`config.mk`:
```
export PLATFORM = sky130hd
export DESIGN_NAME = calc_cmd_parser
export DESIGN_NICKNAME = d
export VERILOG_FILES = /design/src/rtl/calc_pkg.sv /design/src/rtl/calc_char_decode.sv /design/src/rtl/calc_cmd_parser.sv
export SDC_FILE = /design/constraint.sdc
export NUM_CORES = 1
export LEC_CHECK = 0
export BUFFER_PORTS_ARGS = -buffer_cell sky130_fd_sc_hd__buf_2
export CORE_AREA = 2 2 133 135
export DETAILED_ROUTE_END_ITERATION = 6
export DIE_AREA = 0 0 135 137
export PLACE_DENSITY_LB_ADDON = 0.15
export SKIP_CTS_REPAIR_TIMING = 1
export SLEW_MARGIN = 10
export SYNTH_ARGS = -nofsm -noshare
export SYNTH_HDL_FRONTEND = slang
export SYNTH_HIERARCHICAL = 1
export SYNTH_SLANG_ARGS = --single-unit
```
`constraint.sdc`:
```
create_clock -name clk -period 8.9 [get_ports clk]
set_clock_uncertainty 0.2 [all_clocks]
set_input_delay 1.78 -clock clk [delete_from_list [all_inputs] [get_ports clk]]
set_output_delay 1.78 -clock clk [all_outputs]
set_load 0.02 [all_outputs]
```
`src/rtl/calc_pkg.sv`:
```
// Shared types and constants for the UART calculator command parser:
// FSM states, operator/error codes and the ASCII bytes the grammar uses.
package calc_pkg;

    typedef enum logic [3:0] {
        ST_IDLE,
        ST_SP1,
        ST_MODE,
        ST_SP2,
        ST_A_FIRST,
        ST_A_DIG,
        ST_B_FIRST,
        ST_B_DIG,
        ST_DONE
    } state_e;

    localparam logic [1:0] OP_ADD = 2'd0;
    localparam logic [1:0] OP_SUB = 2'd1;
    localparam logic [1:0] OP_MUL = 2'd2;
    localparam logic [1:0] OP_DIV = 2'd3;

    localparam logic [2:0] ERR_NONE            = 3'd0;
    localparam logic [2:0] ERR_BAD_CHAR        = 3'd1;
    localparam logic [2:0] ERR_TOO_MANY_DIGITS = 3'd2;
    localparam logic [2:0] ERR_NO_DIGITS       = 3'd3;
    localparam logic [2:0] ERR_OVERRUN         = 3'd4;

    localparam logic [7:0] ASCII_SP    = 8'h20;
    localparam logic [7:0] ASCII_I     = 8'h49;
    localparam logic [7:0] ASCII_U     = 8'h55;
    localparam logic [7:0] ASCII_S     = 8'h53;
    localparam logic [7:0] ASCII_PLUS  = 8'h2B;
    localparam logic [7:0] ASCII_MINUS = 8'h2D;
    localparam logic [7:0] ASCII_STAR  = 8'h2A;
    localparam logic [7:0] ASCII_SLASH = 8'h2F;
    localparam logic [7:0] ASCII_EQ    = 8'h3D;
    localparam logic [7:0] ASCII_ZERO  = 8'h30;

endpackage

```
`src/rtl/calc_char_decode.sv`:
```
// Combinational byte classifier: digit value, operator code, '=' and '-'.
module calc_char_decode
    import calc_pkg::*;
(
    input  logic [7:0] data_i,
    output logic       is_digit_o,
    output logic [3:0] digit_o,
    output logic       is_op_o,
    output logic [1:0] op_o,
    output logic       is_eq_o,
    output logic       is_minus_o
);

    always_comb begin
        is_digit_o = (data_i >= ASCII_ZERO) && (data_i <= ASCII_ZERO + 8'd9);
        // ASCII '0'..'9' carry the digit value in their low nibble.
        digit_o    = data_i[3:0];
        is_eq_o    = (data_i == ASCII_EQ);
        is_minus_o = (data_i == ASCII_MINUS);
        is_op_o    = 1'b1;
        op_o       = OP_ADD;
        case (data_i)
            ASCII_PLUS:  op_o = OP_ADD;
            ASCII_MINUS: op_o = OP_SUB;
            ASCII_STAR:  op_o = OP_MUL;
            ASCII_SLASH: op_o = OP_DIV;
            default:     is_op_o = 1'b0;
        endcase
    end

endmodule

```
`src/rtl/calc_cmd_parser.sv`:
```
// Parses "I <U|S> <A><op><B>=" frames into binary operands for the ALU.
// out_valid/out_ready: a command is held stable until out_valid & out_ready on a rising edge.
module calc_cmd_parser
    import calc_pkg::*;
#(
    parameter int DIGITS = 4,
    parameter int OP_W   = 16
) (
    input  logic            clk,
    input  logic            rst,
    input  logic            in_valid,
    input  logic [7:0]      in_data,
    output logic            out_valid,
    input  logic            out_ready,
    output logic [OP_W-1:0] out_a,
    output logic [OP_W-1:0] out_b,
    output logic [1:0]      out_op,
    output logic            out_signed,
    output logic            err_valid,
    output logic [2:0]      err_code
);

    localparam int CNT_W = $clog2(DIGITS + 1);
    localparam logic [CNT_W-1:0] CNT_MAX = CNT_W'(DIGITS);
    localparam logic [CNT_W-1:0] CNT_ONE = CNT_W'(1);

    state_e          state_q, state_d;
    logic [OP_W-1:0] acc_q, acc_d;
    logic [CNT_W-1:0] cnt_q, cnt_d;
    logic            neg_a_q, neg_a_d;
    logic            neg_b_q, neg_b_d;
    logic [OP_W-1:0] a_q, a_d;
    logic [OP_W-1:0] b_q, b_d;
    logic [1:0]      op_q, op_d;
    logic            signed_q, signed_d;
    logic            err_valid_q, err_valid_d;
    logic [2:0]      err_code_q, err_code_d;

    logic            is_digit, is_op, is_eq, is_minus;
    logic [3:0]      digit;
    logic [1:0]      op_code;
    logic [OP_W-1:0] acc_mac;
    logic [2:0]      err;

    calc_char_decode u_decode (
        .data_i     (in_data),
        .is_digit_o (is_digit),
        .digit_o    (digit),
        .is_op_o    (is_op),
        .op_o       (op_code),
        .is_eq_o    (is_eq),
        .is_minus_o (is_minus)
    );

    // acc*10 + d without a multiplier.
    assign acc_mac = (acc_q << 3) + (acc_q << 1) + OP_W'(digit);

    always_comb begin
        state_d     = state_q;
        acc_d       = acc_q;
        cnt_d       = cnt_q;
        neg_a_d     = neg_a_q;
        neg_b_d     = neg_b_q;
        a_d         = a_q;
        b_d         = b_q;
        op_d        = op_q;
        signed_d    = signed_q;
        err_valid_d = 1'b0;
        err_code_d  = ERR_NONE;
        err         = ERR_NONE;

        case (state_q)
            ST_IDLE: begin
                if (in_valid && in_data == ASCII_I) state_d = ST_SP1;
            end
            ST_SP1: begin
                if (in_valid) begin
                    if (in_data == ASCII_SP) state_d = ST_MODE;
                    else                     err = ERR_BAD_CHAR;
                end
            end
            ST_MODE: begin
                if (in_valid) begin
                    if (in_data == ASCII_U) begin
                        signed_d = 1'b0;
                        state_d  = ST_SP2;
                    end else if (in_data == ASCII_S) begin
                        signed_d = 1'b1;
                        state_d  = ST_SP2;
                    end else begin
                        err = ERR_BAD_CHAR;
                    end
                end
            end
            ST_SP2: begin
                if (in_valid) begin
                    if (in_data == ASCII_SP) begin
                        state_d = ST_A_FIRST;
                        acc_d   = '0;
                        cnt_d   = '0;
                        neg_a_d = 1'b0;
                    end else begin
                        err = ERR_BAD_CHAR;
                    end
                end
            end
            ST_A_FIRST, ST_B_FIRST: begin
                if (in_valid) begin
                    if (is_digit) begin
                        acc_d   = OP_W'(digit);
                        cnt_d   = CNT_ONE;
                        state_d = (state_q == ST_A_FIRST) ? ST_A_DIG : ST_B_DIG;
                    end else if (is_minus) begin
                        // A sign is only legal once, and only in S mode.
                        if (!signed_q) err = ERR_BAD_CHAR;
                        else if (state_q == ST_A_FIRST) begin
                            if (neg_a_q) err = ERR_BAD_CHAR;
                            else         neg_a_d = 1'b1;
                        end else begin
                            if (neg_b_q) err = ERR_BAD_CHAR;
                            else         neg_b_d = 1'b1;
                        end
                    end else if (is_op || is_eq) begin
                        err = ERR_NO_DIGITS;
                    end else begin
                        err = ERR_BAD_CHAR;
                    end
                end
            end
            ST_A_DIG, ST_B_DIG: begin
                if (in_valid) begin
                    if (is_digit) begin
                        if (cnt_q == CNT_MAX) err = ERR_TOO_MANY_DIGITS;
                        else begin
                            acc_d = acc_mac;
                            cnt_d = cnt_q + CNT_ONE;
                        end
                    end else if (state_q == ST_A_DIG && is_op) begin
                        a_d     = neg_a_q ? (~acc_q + OP_W'(1)) : acc_q;
                        op_d    = op_code;
                        state_d = ST_B_FIRST;
                        acc_d   = '0;
                        cnt_d   = '0;
                        neg_b_d = 1'b0;
                    end else if (state_q == ST_B_DIG && is_eq) begin
                        b_d     = neg_b_q ? (~acc_q + OP_W'(1)) : acc_q;
                        state_d = ST_DONE;
                    end else begin
                        err = ERR_BAD_CHAR;
                    end
                end
            end
            ST_DONE: begin
                // With out_ready high the incoming byte is treated as in IDLE.
                if (out_ready) begin
                    state_d = (in_valid && in_data == ASCII_I) ? ST_SP1 : ST_IDLE;
                end else if (in_valid) begin
                    err = ERR_OVERRUN;
                end
            end
            default: state_d = ST_IDLE;
        endcase

        if (err != ERR_NONE) begin
            err_valid_d = 1'b1;
            err_code_d  = err;
            if (err != ERR_OVERRUN) begin
                state_d = (in_data == ASCII_I) ? ST_SP1 : ST_IDLE;
            end
        end
    end

    always_ff @(posedge clk) begin
        if (rst) begin
            state_q     <= ST_IDLE;
            acc_q       <= '0;
            cnt_q       <= '0;
            neg_a_q     <= 1'b0;
            neg_b_q     <= 1'b0;
            a_q         <= '0;
            b_q         <= '0;
            op_q        <= OP_ADD;
            signed_q    <= 1'b0;
            err_valid_q <= 1'b0;
            err_code_q  <= ERR_NONE;
        end else begin
            state_q     <= state_d;
            acc_q       <= acc_d;
            cnt_q       <= cnt_d;
            neg_a_q     <= neg_a_d;
            neg_b_q     <= neg_b_d;
            a_q         <= a_d;
            b_q         <= b_d;
            op_q        <= op_d;
            signed_q    <= signed_d;
            err_valid_q <= err_valid_d;
            err_code_q  <= err_code_d;
        end
    end

    assign out_valid  = (state_q == ST_DONE);
    assign out_a      = a_q;
    assign out_b      = b_q;
    assign out_op     = op_q;
    assign out_signed = signed_q;
    assign err_valid  = err_valid_q;
    assign err_code   = err_code_q;

endmodule

```
==> results.ini <==
[synthesis]
synth_mux_area_frac=0.0221
synth-seq-cells=64
synth_fp_nets=547
cell_count_after_synthesis=504
synth-xor-area-share=0.0816
synth.top_cell.area_share=0.306
synth_sequential_area_ratio=0.306
netlist_area_mm2=0.00419
synth_cell_type_count=64
post_synth.cell_area_avg_um2=8.31
synth_ff_type=dfxtp_1
main_combinational_cell_family_by_area_after_synthesis=compound AO/OA/AOI/OAI gates
synth_top_cells_by_area=dfxtp_1 31%, ha_1 8.7%, xor2_1 6.7%, a211oi_1 6.6%, nor2_1 5.2%
synth-adder-area-share=0.0962
synth_top_area_cell=dfxtp_1
synth_edf_count=0
yosys_warnings=6
synth_simple_gate_area_frac=0.219
asyncSetResetFlopFracSynth=0
synth-compound-area-share=0.221

[global_routing]
grt_first_pass_wirelength_mm=18.2
grt-ovfl-total=0
grt_antenna_before_repair=0
number_of_global_route_vias_before_repair=3489
pin_count_of_the_biggest_net_entering_global_routing=65
grt.total_usage=0.125

[critical_path]
worst_r2r_endpoint=acc_q[14]
timing.critical_path.buf_inv=1
rrSetupSlack_ns=5.56
critical_path.cell_chain=buf_2, or4b_4, a211oi_2, and3b_1, nor3_1, or4_1, or4_1, o211ai_1
critical_path.endpoint_type=flip-flop
rr_startpoint=acc_q[0]
ff2ff_path_depth=10
cp_slowest_cell=or4_1
critical-path-top-cell-by-count=or4_1
worst-setup-path-type=in2reg
worstPathArrival_ns=4.69
critical-path-top-delay-family=simple AND/OR/NAND/NOR gates
critical-path-max-stage-delay_ns=0.90
cp_data_required_time_ns=8.97
start_kind=input pin
crit_fanout=24

[pwr]
power.density_cell_area_mw_per_mm2=137
power.ir.vdd_worst_mv=0.0795
power_frac_seq=0.427
net-switching-power_uw=148
power_frac_comb=0.029
p_leak_uw=0.00212
p_clk_frac=0.543
p_int_uw=523
switching_share=0.220

[layout]
antenna_cells=0
total_non_filler_cell_area_in_the_finished_layout_mm2=0.00490
area_growth_pct=17.0
drive_gt1_frac=0.165
fill_cells=1852
design.final.nets=571
finalNonFillerCells=758

[sta]
setup_viol_count_final=0
setup_total_negative_slack_ns=0
timing.final.crit_share=0.520
grt_setup_unrepaired=false
slew_headroom=0.443
timing.final.max_slew_violations=0
fmax_ghz=0.216
max_slew.worst_pin.slew_ns=0.836
layout_min_cycle_time_ns=4.63
final_hold_viol_count=0

[routing]
drt_wl_total_mm=11.0
detailroute.via_count=3673
drt_drc_violations_left=0
post_drt_via_cell_ratio=4.85
detail_route.first_pass.iterations=4
antenna_violating_nets_left=0
dr.first_iter.drc_count=180
avgRoutedWirePerCell_um=14.5

[hold_path]
holdPathEnd=cnt_q[1]
holdCritStartpoint=cnt_q[1]
worstHoldPathCells=2
hold_class=reg2reg

[clock_network]
cts_made_buffers=9
worst_setup_hold_path_clk_slew_ns=0.06
number_of_sinks_on_the_clock_net=64
clock_path_buffers=2
cts_tree=yes
clock_tree.htree_level_count=3
worst_skew_pair.late_latency_ns=0.34
clockRootBuffer=clkbuf_16

[outcome]
run_status=completed

[floorplanning]
dieWidth_um=135
dieArea_mm2=0.0185
placementRows=48
die_y_um=137
core_region_area_mm2=0.0171
initial_core_util=0.246
ios=52

[placement]
placement.cell_area_mm2=0.00459
routabilityCongestion=0.772
place_hpwl_mm=7.82
post-place-cells=742
i_o_buffers=51

[job]
maxCapViolCount=0

sequential cells by signal, summed over array words and instances, names as in the netlist, 2 cells and up:
register	cells
acc_q	16
out_a	16
out_b	16
state_q	4
cnt_q	3
err_code	3
out_op	2
tightest hold or removal path, stage by stage (launching register included):
cell     delay (ns)
dfxtp_1        0.32
nand2_1        0.06
a21oi_1        0.05
layer usage:
layer / vias up / share of wire / GRT usage
li1: 1891 / - / -
met1: 1695 / 0.48 / 0.159
met2: 74 / 0.46 / 0.205
met3: 13 / 0.039 / 0.0200
met5: - / 0 / 0
met4: 0 / 0.020 / 0.0602
synth_stat cells (all sizes together) (2+ instances only):
master	instances
and3b	2
mux2i	7
a211oi	38
o31ai	11
mux2	2
nand3b	3
nor2	58
a21oi	24
dfxtp	64
nor2b	4
and3	6
a32oi	2
ha	29
o21a	2
inv	13
nor4b	3
a221oi	3
nand2b	5
nand3	13
a211o	2
a31oi	3
nand2	36
o41ai	4
nor3	9
nand4	5
or4	4
o21ai	14
a21o	11
buf	8
nor3b	2
nand4b	4
nor4	6
clkbuf	35
or2	3
a41oi	3
or4b	2
or3	7
fa	2
xnor2	7
and2	2
xor2	32
cell type report:
cell class              count  area, um2  share of cell area
clock buffers              11        253              0.0516
clock inverters             5       55.1              0.0112
inverters                  13       48.8             0.00996
multi-input cells         384       2690               0.549
flip-flops and latches     64       1280               0.261
well taps                 225        282              0.0574
repair buffers             56        293              0.0597
worst max path at each step:
stage / start / to / cells after the start
2_1_floorplan: in_data[3] / acc_q[14] / 11
4_1_cts: in_data[4] / acc_q[12] / 8
6_report: in_data[4] / acc_q[12] / 8
5_1_grt: in_data[4] / acc_q[12] / 8
3_5_place_dp: in_data[4] / acc_q[12] / 8
3_3_place_gp: in_data[4] / acc_q[12] / 8
metrics by stage:
step,total power (uW),worst slack (ns),hold slack (ns),utilization
floorplan,305,4.59,0.249,-
global placement,312,3.94,0.262,0.269
CTS,683,4.27,0.282,0.287
global route,694,4.12,0.310,0.287
finish,671,4.27,0.277,0.287
detailed placement,312,3.91,0.275,0.269
layout by cell type (no fill, tap or decap), types with 5 or more instances in the layout:
master / synthesis / layout
inv_1: 13 / 13
dfxtp_1: 64 / 64
and3_1: 6 / 6
nand4_1: 5 / 5
a211oi_1: 37 / 37
or3_1: 7 / 7
buf_4: 4 / 5
ha_1: 29 / 29
nor2_1: 58 / 57
buf_2: 1 / 51
nor3_1: 9 / 9
xor2_1: 32 / 32
mux2i_1: 7 / 7
xnor2_1: 7 / 7
nand2b_1: 5 / 5
nand3_1: 13 / 13
clkbuf_16: 0 / 9
nand2_1: 36 / 36
a21o_1: 11 / 11
a21oi_1: 24 / 24
o21ai_0: 12 / 12
o31ai_1: 9 / 9
power groups by stage:
stage / combinational [uW] / sequential, uW / clock, uW
3_3_place_gp: 19.3 / 293 / 0
3_5_place_dp: 19.6 / 293 / 0
6_report: 19.7 / 287 / 364
5_1_grt: 21.8 / 286 / 386
4_1_cts: 19.8 / 287 / 377
2_1_floorplan: 12.3 / 293 / 0
kinds of logic (layout without fill, tap and decap cells):
family	Yosys count	count (layout)
xor gates and xnor gates	39	39
AOI/OAI and AO/OA	128	128
buffers and inverters	56	85
adders and majority gates	31	31
muxes	9	9
DFF	64	64
and+or+nand+nor	177	177
(Power assumes the default switching activity.)
